File: src/rtl/dec_lut.sv
// dec_lut: N-to-2^N decoder with registered one-hot output and a
// serially loaded minterm mask driving a single sum-of-minterms output.
module dec_lut #(
    parameter int              N         = 3,
    parameter logic [(1<<N)-1:0] INIT_MASK = 8'hE8,
    parameter int              CW        = 8
) (
    input  logic                clk,
    input  logic                rst,
    input  logic                cfg_start,
    input  logic                cfg_en,
    input  logic                cfg_bit,
    output logic                cfg_done,
    input  logic                in_valid,
    output logic                in_ready,
    input  logic [N-1:0]        w,
    input  logic                e,
    output logic                out_valid,
    output logic [(1<<N)-1:0]   y,
    output logic                f,
    output logic [CW-1:0]       hits,
    input  logic                hit_clr
);

    localparam int M = 1 << N;

    typedef enum logic {
        RUN  = 1'b0,
        LOAD = 1'b1
    } state_t;

    state_t         state_q, state_d;
    logic [M-1:0]   mask_q, mask_d;
    logic [N-1:0]   cnt_q, cnt_d;
    logic           done_q, done_d;
    logic           ov_q, ov_d;
    logic [M-1:0]   y_q, y_d;
    logic           f_q, f_d;
    logic [CW-1:0]  hits_q, hits_d;

    logic accept;
    logic hit;
    logic last;

    assign accept = in_valid & (state_q == RUN);
    assign hit    = accept & e & mask_q[w];
    assign last   = (cnt_q == N'(M - 1));

    always_comb begin
        state_d = state_q;
        mask_d  = mask_q;
        cnt_d   = cnt_q;
        done_d  = 1'b0;
        ov_d    = accept;
        y_d     = '0;
        f_d     = hit;
        hits_d  = hits_q;

        if (accept && e) begin
            y_d = {{(M-1){1'b0}}, 1'b1} << w;
        end

        unique case (state_q)
            RUN: begin
                if (cfg_start) begin
                    state_d = LOAD;
                end
            end
            LOAD: begin
                if (cfg_en) begin
                    mask_d = {cfg_bit, mask_q[M-1:1]};
                    if (last) begin
                        cnt_d   = '0;
                        state_d = RUN;
                        done_d  = 1'b1;
                    end else begin
                        cnt_d = cnt_q + N'(1);
                    end
                end
            end
            default: state_d = RUN;
        endcase

        // Clear wins over a coincident hit; counter sticks at all-ones.
        if (hit_clr) begin
            hits_d = '0;
        end else if (hit && !(&hits_q)) begin
            hits_d = hits_q + CW'(1);
        end
    end

    always_ff @(posedge clk) begin
        if (rst) begin
            state_q <= RUN;
            mask_q  <= INIT_MASK;
            cnt_q   <= '0;
            done_q  <= 1'b0;
            ov_q    <= 1'b0;
            y_q     <= '0;
            f_q     <= 1'b0;
            hits_q  <= '0;
        end else begin
            state_q <= state_d;
            mask_q  <= mask_d;
            cnt_q   <= cnt_d;
            done_q  <= done_d;
            ov_q    <= ov_d;
            y_q     <= y_d;
            f_q     <= f_d;
            hits_q  <= hits_d;
        end
    end

    assign in_ready  = (state_q == RUN);
    assign cfg_done  = done_q;
    assign out_valid = ov_q;
    assign y         = y_q;
    assign f         = f_q;
    assign hits      = hits_q;

endmodule
File: config.mk
export PLATFORM = sky130hd
export DESIGN_NAME = dec_lut
export DESIGN_NICKNAME = d
export VERILOG_FILES = /design/src/rtl/dec_lut.sv
export SDC_FILE = /design/constraint.sdc
export NUM_CORES = 1
export LEC_CHECK = 0
export CORE_MARGIN = 2
export CORE_UTILIZATION = 35
export CTS_BUF_LIST = sky130_fd_sc_hd__clkbuf_8
export DETAILED_ROUTE_END_ITERATION = 10
export PLACE_DENSITY = 0.69
export SYNTH_ARGS = -nofsm -noshare
export SYNTH_HDL_FRONTEND = slang
export SYNTH_SLANG_ARGS = --single-unit
File: constraint.sdc
create_clock -name clk -period 2.15 [get_ports clk]
set_input_delay 0.43 -clock clk [delete_from_list [all_inputs] [get_ports clk]]
set_output_delay 0.43 -clock clk [all_outputs]
set_load 0.01 [all_outputs]
==> flow_metrics.env, run 1 <==
export IMPL_status="finished, final reports clean"
export IMPL_drc=0
export IMPL_clk_pin_slew_ps=60
export IMPL_timing_slew_headroom_pct=73.0
export IMPL_synth_cells=147
export IMPL_synth_common_cells="31 x dfxtp_1, 27 x nand2_1, 13 x a21oi_1"
export IMPL_rows=21
export IMPL_nFillCells=331
export IMPL_p_per_area_mw_per_mm2=719
export IMPL_ys_seq_elements=31
export IMPL_combPwrFrac_pct=8.1
export IMPL_period_needed_ps=1990
export IMPL_drive_gt1_share_pct=10.8
export IMPL_vias=1117
export IMPL_fin_setup_tns_ps=0
export IMPL_pin_count=31
export IMPL_regArea_um2=621
export IMPL_antennaDiodeCount=0
export IMPL_path_cells="clkdlybuf4s50_1 -> mux2i_1 -> a31oi_1 -> nand3_2 -> or4_1 -> a21oi_1"
export IMPL_finalHoldViolations=0
export IMPL_cts_root_buf="clkbuf_8"
export IMPL_grt_pass1_wl_um=4460
export IMPL_die_area_mm2=0.00416
export IMPL_viasPerCell=4.81
export IMPL_worstReg2RegStart="hits[0]$_SDFFE_PP0P_"
export IMPL_grt_max_degree=14
export IMPL_p_clk_share_pct=45.2
export IMPL_seqPwrFrac_pct=46.6
export IMPL_yosys_area_top_type="dfxtp_1"
export IMPL_post_route_period_util_pct=92.7
export IMPL_place_worst_setup_slack_ps=-141
export IMPL_die_w_um=64.5
export IMPL_maxCapViolations=0
export IMPL_rsz0062_at_grt="no"
export IMPL_antenna_left=0
export IMPL_area_delta_synth_final_pct=39.0
export IMPL_cts_tree="built"
export IMPL_first_pass_iters=4
export IMPL_dp_cells=224
export IMPL_drt_iter0_markers=33
export IMPL_critical_path_top_delay_family="simple AND/OR/NAND/NOR gates"
export IMPL_cts_setup_buffers=0
export IMPL_core_mm2=0.00342
export IMPL_grt_pass1_vias=1055
export IMPL_holdWs_ps=466
export IMPL_clock_latency_ps=280
export IMPL_netlist_cell_type_count=31
export IMPL_grt_antenna_before_repair=0
export IMPL_slew_violations=0
export IMPL_finalSetupViolations=0
export IMPL_ys_warn_count=0
export IMPL_cts_max_path_buffers=2
export IMPL_port_buffers=30
export IMPL_slowest_stage="clkdlybuf4s50_1"
export IMPL_intPower_uw=1020
export IMPL_path_class="in2reg"
export IMPL_post_synth_top_count_cell="dfxtp_1"
export IMPL_cts_sinks=31
export IMPL_post_drt_wl_per_cell_um=11.4
export IMPL_hpwl_um=2020
export IMPL_cts_htree_levels=2
export IMPL_numCtsBuffers=5
export IMPL_r2r_end="hits[4]$_SDFFE_PP0P_"
export IMPL_final_nets=199
export IMPL_initial_core_util_pct=37.5
export IMPL_r2r_setup_slack_ps=190
export IMPL_yosys_top_cells_area="dfxtp_1 48%, nand2_1 7.9%, a21oi_1 5.1%, nand3b_1 3.5%, nor2_1 3.5%"
export IMPL_power_switching_uw=265
export IMPL_gp_congestion=0.850
export IMPL_track_usage_pct=13.7
export IMPL_power_total_uw=1280
export IMPL_worst_pin_slew_ps=404
export IMPL_crit_start="w[0]"
export IMPL_timing_fmax_ghz=0.502
export IMPL_worst_path_buf_inv=1
export IMPL_switching_share_pct=20.7
export IMPL_cp_max_fo=6
export IMPL_crit_path_end="hits[4]$_SDFFE_PP0P_"
export IMPL_skew_ps=6.99
export IMPL_drt_total_wl_um=2650
export IMPL_final_cells=232
export IMPL_leakagePower_uw=0.000694
export IMPL_grt_overflow_total=0
export IMPL_async_flop_share_pct=0
export IMPL_arrival_ps=2200
export IMPL_netlist_area_mm2=0.00128
export IMPL_seq_area_frac_synth_pct=48.4
export IMPL_worst_slack_ps=156
export IMPL_end_kind="flop"
export IMPL_hold_class="reg2reg"
export IMPL_start_kind="input port"
export IMPL_ff2ff_path_depth=6
export IMPL_synth_top_area_share_pct=48.4
export IMPL_synth_edf_count=0
export IMPL_synthFlopType="dfxtp_1"
export IMPL_die_y_um=64.5
export IMPL_vdd_drop_max_mv=0.378
export IMPL_syn_nets=161
export IMPL_cp_required_ps=2350
export IMPL_cp_num_cells=6
export IMPL_multi_input_area_um2=616
export IMPL_syn_area_per_cell_um2=8.72
export IMPL_crit_path_max_incr_delay_ps=580
## logic make-up (layout without fill, tap and decap cells)
kind of cell / after synthesis / after routing / synth area share, %
AND/OR/NAND/NOR: 75 / 75 / 29.3
adder cells (fa/ha/maj): 3 / 3 / 2.93
flip-flops: 31 / 31 / 48.4
multiplexers: 4 / 4 / 3.12
buffers and inverters: 9 / 48 / 4.00
AO/OA/AOI/OAI: 25 / 25 / 12.3
## power by group through the flow
| stage | Sequential (µW) | Clock, µW | Combinational (µW) |
|---|---|---|---|
| global placement | 611 | 0 | 101 |
| finish | 598 | 580 | 105 |
| global route | 600 | 627 | 116 |
| floorplan | 610 | 0 | 54.8 |
| detailed placement | 611 | 0 | 104 |
| CTS | 598 | 593 | 105 |
## layout make-up
class	instances	share of cell area, %
Multi-Input combinational cell	107	34.5
Tap cell	46	3.23
Sequential cell	31	34.8
Clock inverter	2	1.96
Inverter	1	0.211
Timing Repair Buffer	39	20.6
Clock buffer	6	4.63
## worst min path at each step
stage                                        end                   start  depth (start not counted)  slack (ps)
after floorplan           mask_q[0]$_SDFFE_PP0P_  mask_q[0]$_SDFFE_PP0P_                          2         440
after global placement     cnt_q[1]$_SDFFE_PP0P_   cnt_q[1]$_SDFFE_PP0P_                          2         450
after detailed placement  mask_q[0]$_SDFFE_PP0P_  mask_q[0]$_SDFFE_PP0P_                          2         460
after CTS                 mask_q[0]$_SDFFE_PP0P_  mask_q[0]$_SDFFE_PP0P_                          2         460
after global routing      mask_q[0]$_SDFFE_PP0P_  mask_q[0]$_SDFFE_PP0P_                          2         490
final                     mask_q[0]$_SDFFE_PP0P_  mask_q[0]$_SDFFE_PP0P_                          2         470
## cell usage in the layout (no fill, tap or decap), drive strengths merged, types with 2 or more instances in the layout
cell           synthesis  final
nand3b                 6      6
and3                   4      4
o31ai                  4      4
nand2                 27     27
buf                    4      9
dfxtp                 31     31
nor3                   3      3
or4                    3      3
nand3                  7      7
o21ai                  2      2
or3                    2      2
nor2b                  2      2
and2                   3      3
a21oi                 13     13
ha                     3      3
clkdlybuf4s50          0     30
nor3b                  2      2
nor2                  12     12
mux2i                  4      4
nand2b                 2      2
clkbuf                 4      6
## layer usage
| metal | vias to the layer above | GRT usage (%) | share of wire, % |
|---|---|---|---|
| met5 | - | 0 | 0 |
| met4 | 0 | 6.38 | 1.4 |
| met3 | 5 | 4.34 | 4.9 |
| met2 | 26 | 23.8 | 50 |
| met1 | 503 | 15.2 | 43 |
| li1 | 583 | - | - |
## state kept, by name, summed over array words and instances (netlist names)
signal,cells
cfg_done,1
cnt_q,3
f,1
hits,8
mask_q,8
out_valid,1
state_q,1
y,8
## worst reg2reg max path, stage by stage (launching register included)
cell     delay [ps]
dfxtp_1         360
ha_1            250
and2_1          180
and2_4          170
and3_1          270
or4_1           490
a21oi_1         170
## metrics by stage
step	util [%]	cell area, µm²
2_1_floorplan	-	1280
3_3_place_gp	48.6	1660
3_5_place_dp	48.6	1660
4_1_cts	52.1	1780
5_1_grt	52.2	1780
6_report	52.2	1780
## what timing repair did
| item | CTS | global route |
|---|---|---|
| endpoints found under the setup margin | 0 | 2 |
| hold buffers | 0 | 0 |
| resized for setup | 0 | 1 |
No activity file was read; power rests on OpenSTA's default activity.
==> run 2: changes to the inputs <==
ABC_CLOCK_PERIOD_IN_PS = 2150   (was unset)
CORE_UTILIZATION = 45   (was 35)
PLACE_DENSITY = 0.83   (was 0.69)
==> run 2 against run 1 <==
Net effect: sequential cell count did not move; combinational power barely moved; count of clock-buffer cells in the layout is 1 lower; utilization increased by 11 points; global-route usage up 5.6 points; via count grew 4.7%; power shrank 13%; routed wire length up 6.5%; critical endpoint unchanged.
==> flow_metrics.env, run 2 (synthesis gave the netlist of run 1 again) <==
export IMPL_status="finished, final reports clean"
export IMPL_ff2ff_path_depth=6
export IMPL_final_common_cell="dfxtp_1"
export IMPL_cts_root_buf="clkbuf_8"
export IMPL_met3_usage_pct=6.35
export IMPL_layout_common_cells="31 x dfxtp_1, 29 x clkdlybuf4s50_1, 27 x nand2_1"
export IMPL_min_path_cells=2
export IMPL_seqPwrFrac_pct=53.4
export IMPL_grt_use_met2_pct=33.9
export IMPL_cts_sinks=31
export IMPL_r2r_end="hits[4]$_SDFFE_PP0P_"
export IMPL_p_per_area_mw_per_mm2=653
export IMPL_cts_max_path_buffers=2
export IMPL_die_w_um=57.4
export IMPL_min_from="mask_q[0]$_SDFFE_PP0P_"
export IMPL_top_usage_layer="met2"
export IMPL_maxCapViolations=0
export IMPL_holdPathEnd="mask_q[0]$_SDFFE_PP0P_"
export IMPL_nFillCells=225
export IMPL_cp_max_fo=6
export IMPL_cts_htree_levels=2
export IMPL_slew_violations=0
export IMPL_hold_class="reg2reg"
export IMPL_timing_fmax_ghz=0.504
export IMPL_drt_iter0_markers=48
export IMPL_viasPerCell=5.41
export IMPL_worstReg2RegStart="hits[0]$_SDFFE_PP0P_"
export IMPL_antennaDiodeCount=0
export IMPL_die_y_um=57.4
export IMPL_met1_usage_pct=20.9
export IMPL_rsz0062_at_grt="no"
export IMPL_grt_antenna_before_repair=0
export IMPL_cp_required_ps=2350
export IMPL_drive_gt1_share_pct=8.65
export IMPL_clk_pin_slew_ps=60
export IMPL_worst_slack_ps=166
export IMPL_worst_pin_slew_ps=383
export IMPL_core_mm2=0.00273
export IMPL_finalHoldViolations=0
export IMPL_arrival_ps=2190
export IMPL_post_drt_wl_per_cell_um=13.1
export IMPL_intPower_uw=859
export IMPL_grt_max_degree=14
export IMPL_initial_core_util_pct=46.9
export IMPL_leakagePower_uw=0.000686
export IMPL_switching_share_pct=23.4
export IMPL_rows=19
export IMPL_r2r_setup_slack_ps=180
export IMPL_grt_overflow_total=0
export IMPL_holdWs_ps=465
export IMPL_gp_congestion=0.810
export IMPL_grt_pass1_wl_um=4850
export IMPL_numCtsBuffers=5
export IMPL_combPwrFrac_pct=9.3
export IMPL_drc=0
export IMPL_hpwl_um=2100
export IMPL_power_switching_uw=262
export IMPL_die_area_mm2=0.00329
export IMPL_cts_resized=0
export IMPL_final_nets=198
export IMPL_start_kind="input port"
export IMPL_clock_latency_ps=280
export IMPL_postCtsHoldBufs=0
export IMPL_vias=1169
export IMPL_port_buffers=30
export IMPL_period_needed_ps=1980
export IMPL_vdd_drop_max_mv=0.512
export IMPL_finalSetupViolations=0
export IMPL_power_total_uw=1120
export IMPL_grt_pass1_vias=1129
export IMPL_path_class="in2reg"
export IMPL_area_delta_synth_final_pct=34.0
export IMPL_drt_total_wl_um=2830
export IMPL_timing_slew_headroom_pct=74.4
export IMPL_p_clk_share_pct=37.3
export IMPL_post_route_period_util_pct=92.3
export IMPL_cts_setup_buffers=0
export IMPL_antenna_left=0
export IMPL_pin_count=31
export IMPL_end_kind="flop"
export IMPL_first_pass_iters=4
export IMPL_cts_tree="built"
export IMPL_track_usage_pct=19.3
export IMPL_place_worst_setup_slack_ps=-192
export IMPL_skew_ps=7.63
-- run 2: cell types whose count changed in the layout (fill, tap and decap cells not counted), sizes merged --
cell and change:
bufinv -1, buf -1, clkbuf -1, dlymetal6s2s +1, clkdlybuf4s50 -1, inv +2
-- run 2: stage by stage --
stage	util, %	std cells	setup TNS [ps]	cell area, µm²
2_1_floorplan	-	147	0	1280
3_3_place_gp	59.8	208	-550	1630
3_5_place_dp	59.8	208	-977	1630
4_1_cts	62.7	216	0	1720
5_1_grt	62.8	216	0	1720
6_report	62.8	216	0	1720
-- run 2: worst max-delay path, stage by stage --
cell	delay, ps
clkdlybuf4s50_1	570
nor2b_1	80
a22oi_2	190
nand3_1	200
or4_1	550
a21oi_1	160
-- run 2: final cells by class --
class                           count  area (µm²)  share of cell area (%)
Multi-Input combinational cell    107         611                    35.5
Inverter                            1        3.75                   0.218
Timing Repair Buffer               38         363                    21.1
Tap cell                           31        38.8                    2.26
Sequential cell                    31         621                    36.1
Clock buffer                        5        68.8                    4.01
Clock inverter                      3        12.5                   0.728
-- run 2: power by group through the flow --
stage                     logic, µW  clock network, µW  registers [µW]
after floorplan                54.8                  0             610
after CTS                       104                425             598
after detailed placement        103                  0             611
final                           104                418             598
after global routing            114                452             600
after global placement         99.5                  0             610
-- run 2: worst max path at each step --
stage | to | startpoint
6_report | hits[4]$_SDFFE_PP0P_ | w[2]
3_5_place_dp | hits[7]$_SDFFE_PP0P_ | w[0]
2_1_floorplan | hits[4]$_SDFFE_PP0P_ | hits[0]$_SDFFE_PP0P_
3_3_place_gp | hits[3]$_SDFFE_PP0P_ | w[0]
4_1_cts | hits[4]$_SDFFE_PP0P_ | w[0]
5_1_grt | hits[7]$_SDFFE_PP0P_ | w[2]
-- run 2: metal layers --
metal / up-vias / part of all wire (%)
li1: 584 / -
met1: 538 / 41
met2: 41 / 50
met3: 6 / 6.6
met4: 0 / 1.7
met5: - / 0
